## config.mk

```make
export PLATFORM = sky130hd
export DESIGN_NAME = data_mem_ctrl
export DESIGN_NICKNAME = d
export VERILOG_FILES = /design/src/rtl/mem_pkg.sv /design/src/rtl/sync_fifo.sv /design/src/rtl/data_mem_ctrl.sv
export SDC_FILE = /design/constraint.sdc
export NUM_CORES = 2
export LEC_CHECK = 0
export ABC_AREA = 1
export CORE_AREA = 3 3 729 441
export DETAILED_ROUTE_END_ITERATION = 8
export DIE_AREA = 0 0 732 444
export GPL_TIMING_DRIVEN = 1
export PLACE_DENSITY = 0.53
export SETUP_SLACK_MARGIN = 0.15
export SLEW_MARGIN = 10
export SYNTH_ARGS = -nofsm -noshare
export SYNTH_HDL_FRONTEND = slang
export SYNTH_SLANG_ARGS = --single-unit
```

## constraint.sdc

```tcl
create_clock -name i_clk -period 4.58 [get_ports i_clk]
set_input_delay 0.916 -clock i_clk [delete_from_list [all_inputs] [get_ports i_clk]]
set_output_delay 0.916 -clock i_clk [all_outputs]
set_load 0.02 [all_outputs]
```

## src/rtl/mem_pkg.sv

```systemverilog
// Shared types and byte-lane helpers for the data memory controller.
package mem_pkg;

  typedef enum logic [1:0] {
    MEM_B = 2'd0,
    MEM_H = 2'd1,
    MEM_W = 2'd2
  } mem_size_t;

  typedef struct packed {
    logic [31:0] rdata;
    logic        err;
  } mem_rsp_t;

  // Per-request context carried alongside the registered read word.
  typedef struct packed {
    logic       err;
    logic       we;
    logic [1:0] size;
    logic [1:0] lane;
    logic       uns;
  } mem_meta_t;

  function automatic logic [3:0] lane_mask(input logic [1:0] size, input logic [1:0] addr);
    logic [3:0] mask;
    case (size)
      MEM_B:   mask = 4'b0001 << addr;
      MEM_H:   mask = addr[1] ? 4'b1100 : 4'b0011;
      MEM_W:   mask = 4'b1111;
      default: mask = 4'b0000;
    endcase
    return mask;
  endfunction

  function automatic logic [31:0] load_extend(input logic [31:0] word, input logic [1:0] size,
                                              input logic [1:0] addr, input logic is_unsigned);
    logic [31:0] shifted;
    logic [31:0] ext;
    shifted = word >> {addr, 3'b000};
    case (size)
      MEM_B:   ext = is_unsigned ? {24'h0, shifted[7:0]} : {{24{shifted[7]}}, shifted[7:0]};
      MEM_H:   ext = is_unsigned ? {16'h0, shifted[15:0]} : {{16{shifted[15]}}, shifted[15:0]};
      default: ext = word;
    endcase
    return ext;
  endfunction

endpackage

```

## src/rtl/sync_fifo.sv

```systemverilog
// Single-clock FIFO with synchronous reset; head word is visible while not empty.
module sync_fifo #(
  parameter int WIDTH = 8,
  parameter int DEPTH = 2
) (
  input  logic             clk,
  input  logic             srst,
  input  logic             wr_en,
  input  logic [WIDTH-1:0] wr_data,
  input  logic             rd_en,
  output logic [WIDTH-1:0] rd_data,
  output logic             empty
);
  localparam int PTR_W = (DEPTH > 1) ? $clog2(DEPTH) : 1;
  localparam int CNT_W = $clog2(DEPTH + 1);

  logic [WIDTH-1:0] mem [DEPTH];
  logic [PTR_W-1:0] wr_ptr_reg, rd_ptr_reg;
  logic [CNT_W-1:0] count_reg;
  logic             do_wr, do_rd;

  function automatic logic [PTR_W-1:0] bump(input logic [PTR_W-1:0] p);
    return (p == PTR_W'(DEPTH - 1)) ? '0 : p + PTR_W'(1);
  endfunction

  assign empty   = (count_reg == '0);
  assign do_rd   = rd_en && !empty;
  assign do_wr   = wr_en && ((count_reg != CNT_W'(DEPTH)) || do_rd);
  assign rd_data = mem[rd_ptr_reg];

  always_ff @(posedge clk) begin
    if (do_wr) mem[wr_ptr_reg] <= wr_data;
  end

  always_ff @(posedge clk) begin
    if (srst) begin
      wr_ptr_reg <= '0;
      rd_ptr_reg <= '0;
      count_reg  <= '0;
    end else begin
      if (do_wr) wr_ptr_reg <= bump(wr_ptr_reg);
      if (do_rd) rd_ptr_reg <= bump(rd_ptr_reg);
      count_reg <= count_reg + CNT_W'(do_wr) - CNT_W'(do_rd);
    end
  end

endmodule

```

## src/rtl/data_mem_ctrl.sv

```systemverilog
// Synchronous byte-addressable data memory with credit-limited requests, a fixed-latency
// read pipeline and an in-order response buffer.
module data_mem_ctrl
  import mem_pkg::*;
#(
  parameter int ADDR_W      = 32,
  parameter int DEPTH_WORDS = 64,
  parameter int RD_LATENCY  = 1,
  parameter int RSP_DEPTH   = 2
) (
  input  logic              i_clk,
  input  logic              i_rst,
  input  logic              i_req_valid,
  output logic              o_req_ready,
  input  logic              i_req_we,
  input  logic [ADDR_W-1:0] i_req_addr,
  input  logic [1:0]        i_req_size,
  input  logic              i_req_unsigned,
  input  logic [31:0]       i_req_wdata,
  output logic              o_rsp_valid,
  input  logic              i_rsp_ready,
  output logic [31:0]       o_rsp_rdata,
  output logic              o_rsp_err
);
  localparam int IDX_W = $clog2(DEPTH_WORDS);
  localparam int CNT_W = $clog2(RSP_DEPTH + 1);

  logic [31:0]           mem [DEPTH_WORDS];
  logic [CNT_W-1:0]      outstanding_reg, outstanding_next;
  logic                  accept, pop, push, req_err, fifo_empty;
  logic [IDX_W-1:0]      idx;
  logic [ADDR_W-1:0]     hi_bits;
  logic [3:0]            wr_mask;
  logic [31:0]           wr_lanes;
  logic [RD_LATENCY-1:0] stage_valid_reg;
  mem_meta_t             meta_reg [RD_LATENCY];
  logic [31:0]           word_reg [RD_LATENCY];
  mem_meta_t             tail_meta;
  mem_rsp_t              rsp_in, rsp_head;

  assign idx     = i_req_addr[IDX_W+1:2];
  assign hi_bits = i_req_addr >> (IDX_W + 2);

  // Ready is a pure function of the credit counter, so it never loops back through valid/ready.
  always_comb begin
    o_req_ready = !i_rst && (outstanding_reg < CNT_W'(RSP_DEPTH));
    accept      = i_req_valid && o_req_ready;
    pop         = o_rsp_valid && i_rsp_ready;
    req_err     = (i_req_size == 2'd3)
               || ((i_req_size == MEM_H) && i_req_addr[0])
               || ((i_req_size == MEM_W) && (i_req_addr[1:0] != 2'b00))
               || (hi_bits != '0);
    wr_mask     = (accept && i_req_we && !req_err) ? lane_mask(i_req_size, i_req_addr[1:0]) : 4'b0000;
    case (i_req_size)
      MEM_B:   wr_lanes = {4{i_req_wdata[7:0]}};
      MEM_H:   wr_lanes = {2{i_req_wdata[15:0]}};
      default: wr_lanes = i_req_wdata;
    endcase
    outstanding_next = outstanding_reg + CNT_W'(accept) - CNT_W'(pop);
  end

  always_ff @(posedge i_clk) begin
    for (int b = 0; b < 4; b++) begin
      if (wr_mask[b]) mem[idx][b*8 +: 8] <= wr_lanes[b*8 +: 8];
    end
  end

  // Stage 0 holds the registered storage read; later stages only delay it.
  always_ff @(posedge i_clk) begin
    if (i_rst) begin
      stage_valid_reg <= '0;
    end else begin
      stage_valid_reg[0] <= accept;
      for (int s = 1; s < RD_LATENCY; s++) stage_valid_reg[s] <= stage_valid_reg[s-1];
    end
    if (accept) begin
      meta_reg[0] <= '{err: req_err, we: i_req_we, size: i_req_size,
                       lane: i_req_addr[1:0], uns: i_req_unsigned};
      word_reg[0] <= mem[idx];
    end
    for (int s = 1; s < RD_LATENCY; s++) begin
      meta_reg[s] <= meta_reg[s-1];
      word_reg[s] <= word_reg[s-1];
    end
  end

  assign tail_meta = meta_reg[RD_LATENCY-1];
  assign push      = stage_valid_reg[RD_LATENCY-1];

  always_comb begin
    rsp_in.err   = tail_meta.err;
    rsp_in.rdata = (tail_meta.err || tail_meta.we) ? 32'h0
                 : load_extend(word_reg[RD_LATENCY-1], tail_meta.size, tail_meta.lane, tail_meta.uns);
  end

  always_ff @(posedge i_clk) begin
    if (i_rst) outstanding_reg <= '0;
    else       outstanding_reg <= outstanding_next;
  end

  sync_fifo #(
    .WIDTH($bits(mem_rsp_t)),
    .DEPTH(RSP_DEPTH)
  ) u_rsp_fifo (
    .clk    (i_clk),
    .srst   (i_rst),
    .wr_en  (push),
    .wr_data(rsp_in),
    .rd_en  (pop),
    .rd_data(rsp_head),
    .empty  (fifo_empty)
  );

  assign o_rsp_valid = !fifo_empty;
  assign o_rsp_rdata = o_rsp_valid ? rsp_head.rdata : 32'h0;
  assign o_rsp_err   = o_rsp_valid && rsp_head.err;

endmodule

```

==> results by group <==
Run status
  • Status: finished, final reports clean

STA
  • Slew @ Worst Pin: 1.10 ns
  • Slew headroom: 26.3%
  • Final Hold Vio Count: 0
  • Worst Slack Setup Final: 0.543 ns
  • RSZ-0062 raised after global routing: no
  • Layout Skew: 0.102 ns
  • Final setup fails: 0
  • Fin crit share: 88.1%
  • Max Transition Viols Final: 0
  • Final min period: 4.04 ns
  • Fmax: 0.248 GHz

Clock network
  • CTS root buffer: clkbuf_16
  • CTS max path bufs: 4
  • CTS Hold Buffers Added: 0
  • Clk_lat worst skew: 0.89 ns
  • Setup Fix Bufs, Post-CTS: 0
  • Clock sinks: 2,161
  • Clock slew at reported path FFs: 0.07 ns
  • Resized cells post-CTS: 0
  • CTS tree: built
  • Htree depth: 4
  • Number of CTS-inserted buffers: 198

Setup path
  • Critical Path Start Type: flop
  • Critical path's slowest cell: clkdlybuf4s50_1
  • CP cell instances: buf_4, inv_1, buf_4, nand2_1, a21oi_1, clkdlybuf4s50_1
  • Worst Path Max Fanout: 34
  • Launching point of the worst reg2reg path: outstanding_reg[1]
  • Largest stage delay, worst path: 0.67 ns
  • Cell family with most CP delay: buffers and inverters
  • Critical path capture point type: output port
  • Worst EP required: 3.66 ns
  • R2R setup slack: 1.10 ns
  • WS Path Type: flop to output port
  • Critical path buffers and inverters: 4
  • WP data arrival: 3.12 ns
  • Most used cell, CP: buf_4

Detailed routing
  • Initial detailed-routing violation count: 8,520
  • Vias per cell: 4.65
  • Drt drc: 0
  • Wirelength, routed: 299 mm
  • Total number of vias: 64,600
  • First-pass DRT Iterations: 6
  • Drt wl/cell: 21.6 um
  • Routed Antenna Nets: 0

Synthesis
  • Cell Area, Synth: 0.0944 mm^2
  • Leading post-synthesis cells by cell area: edfxtp_1, nand2_1, inv_1, nand3_1, nor2_1
  • Distinct cells, synth: 35
  • Mapped Nets: 9,337
  • YS warnings: 0
  • Synthesized area per cell: 10.2 um^2
  • Mapped Cells: 9,261
  • Area share of the largest cell type after synthesis: 68.5%
  • Synthesis-stage register bit count: 2,161
  • Seq/Total Area, Yosys: 68.7%
  • Synth area leader: edfxtp_1

Power
  • PD cells: 391 mW/mm^2
  • Max VDD drop: 0.000264 V
  • Leakage: 46.0 nW
  • Total power: 42.5 mW

Place
  • Routability congestion estimate: 0.863
  • # port buffers: 106
  • DP Worst Slack: 0.0260 ns
  • Hpwl dp: 197 mm

Global routing
  • Antenna violations before repair: 29
  • Vias in the first global route: 59,900
  • First-pass GRT wire length: 429 mm
  • Total grt overflow: 0
  • GRT Total Usage: 18.0%
  • Pin count of the biggest net entering global routing: 134

Final layout
  • Final net count: 9,597
  • Fill cells: 31,600
  • Share of layout cells above drive strength 1: 8.62%
  • Max reg flops: 2,048
  • Fin util: 34.4%
  • Synth-to-layout area growth: 15.0%

Worst hold path
  • Hold Path Origin: meta_reg[0][6]
  • Worst Hold Class: flop to flop

Flow run
  • Maxcap violations: 0

Floorplan
  • Initial core utilization: 29.9%
  • Core area: 0.316 mm^2
  • Die height: 444 um
  • Row count: 160
  • IO Count: 107
  • Die area: 0.325 mm^2
  • Die X-Extent: 732 um
report_power, final:
group	switching, mW	internal (mW)	total, mW
Clock	7.49	9.37	16.9
Combinational	2.52	0.905	3.43
Sequential	0.175	22.0	22.2
Total	10.2	32.3	42.5
through the flow:
stage               instance area [um^2]  hold WS [ns]  setup TNS (ns)  instances
floorplan                          94400         0.446          -68.05       9261
global placement                  102000         0.511               0      13500
detailed placement                102000         0.529               0      13500
CTS                               109000         0.511               0      13900
global route                      109000         0.527               0      13900
finish                            109000         0.513               0      13900
synth_stat cells:
cell      number
nand2_1     2784
edfxtp_1    2153
inv_1       1893
nand3_1      978
nor2_1       465
buf_2        271
o21ai_0      219
or2_2        126
clkbuf_1     104
o21ai_1       72
a21oi_1       42
o211ai_1      40
buf_6         29
buf_1         11
nor3_1         9
a31oi_1        8
dfxtp_1        8
o31ai_1        7
nor2_2         6
buf_4          5
ha_1           4
inv_2          4
nand3_4        4
nor3b_1        4
clkinv_1       2
nand2_2        2
nand3_2        2
xor2_1         2
clkbuf_2       1
inv_4          1
nand4_1        1
nor2_4         1
nor2_8         1
nor3_2         1
or2_1          1
routing by layer:
metal | wire [um] | share of wire [%] | up-vias | global-route usage, %
met1 | 143000 | 48 | 31500 | 28.8
met3 | 36300 | 12 | 285 | 4.90
met5 | 59 | 0.020 | - | 0
met4 | 4500 | 1.5 | 8 | 2.69
li1 | - | - | 29900 | -
met2 | 116000 | 39 | 2945 | 24.0
logic make-up (layout without fill, tap and decap cells):
kind of cell	Yosys count	in the layout	share of synthesized area, %
AO/OA/AOI/OAI	388	388	2.19
AND/OR/NAND/NOR	4385	4385	19.2
XOR/XNOR	2	2	0.0186
flip-flops	2161	2161	68.7
buffers and inverters	2321	2725	9.84
other	0	12	0
adder cells (fa/ha/maj)	4	4	0.0530
path summary, 6_finish.rpt:
check,endpoint,cells after the start
worst max-delay path,o_rsp_rdata[24],6
worst min-delay path,u_rsp_fifo.mem[1][0],0
worst max register to register,mem[62][10],8
worst min register to register,u_rsp_fifo.mem[1][0],0
layout by cell type (no fill, tap or decap), drive strengths merged:
master         synthesis  final
clkinv                 2     80
a31oi                  8      8
o211ai                40     40
nand4                  1      1
nand3                984    984
o21ai                291    291
o31ai                  7      7
buf                  316    384
a21oi                 42     42
nand2               2786   2786
xor2                   2      2
clkinvlp               0      7
ha                     4      4
dfxtp                  8      8
inv                 1898   1900
clkbuf               105    232
nor2                 473    473
nor3                  10     10
diode                  0     12
or2                  127    127
nor3b                  4      4
clkdlybuf4s50          0     97
edfxtp              2153   2153
bufinv                 0     25
cell type report:
cell class	count	area, um^2	area share, %
diodes	12	30.0	0.0277
clock buffers	232	5120	4.72
clock inverters	112	1180	1.09
inverters	1900	7160	6.59
multi-input cells	4779	20500	18.8
flip-flops and latches	2161	64800	59.7
well taps	4212	5270	4.85
repair buffers	481	4550	4.19
No activity file was read; power rests on OpenSTA's default activity.
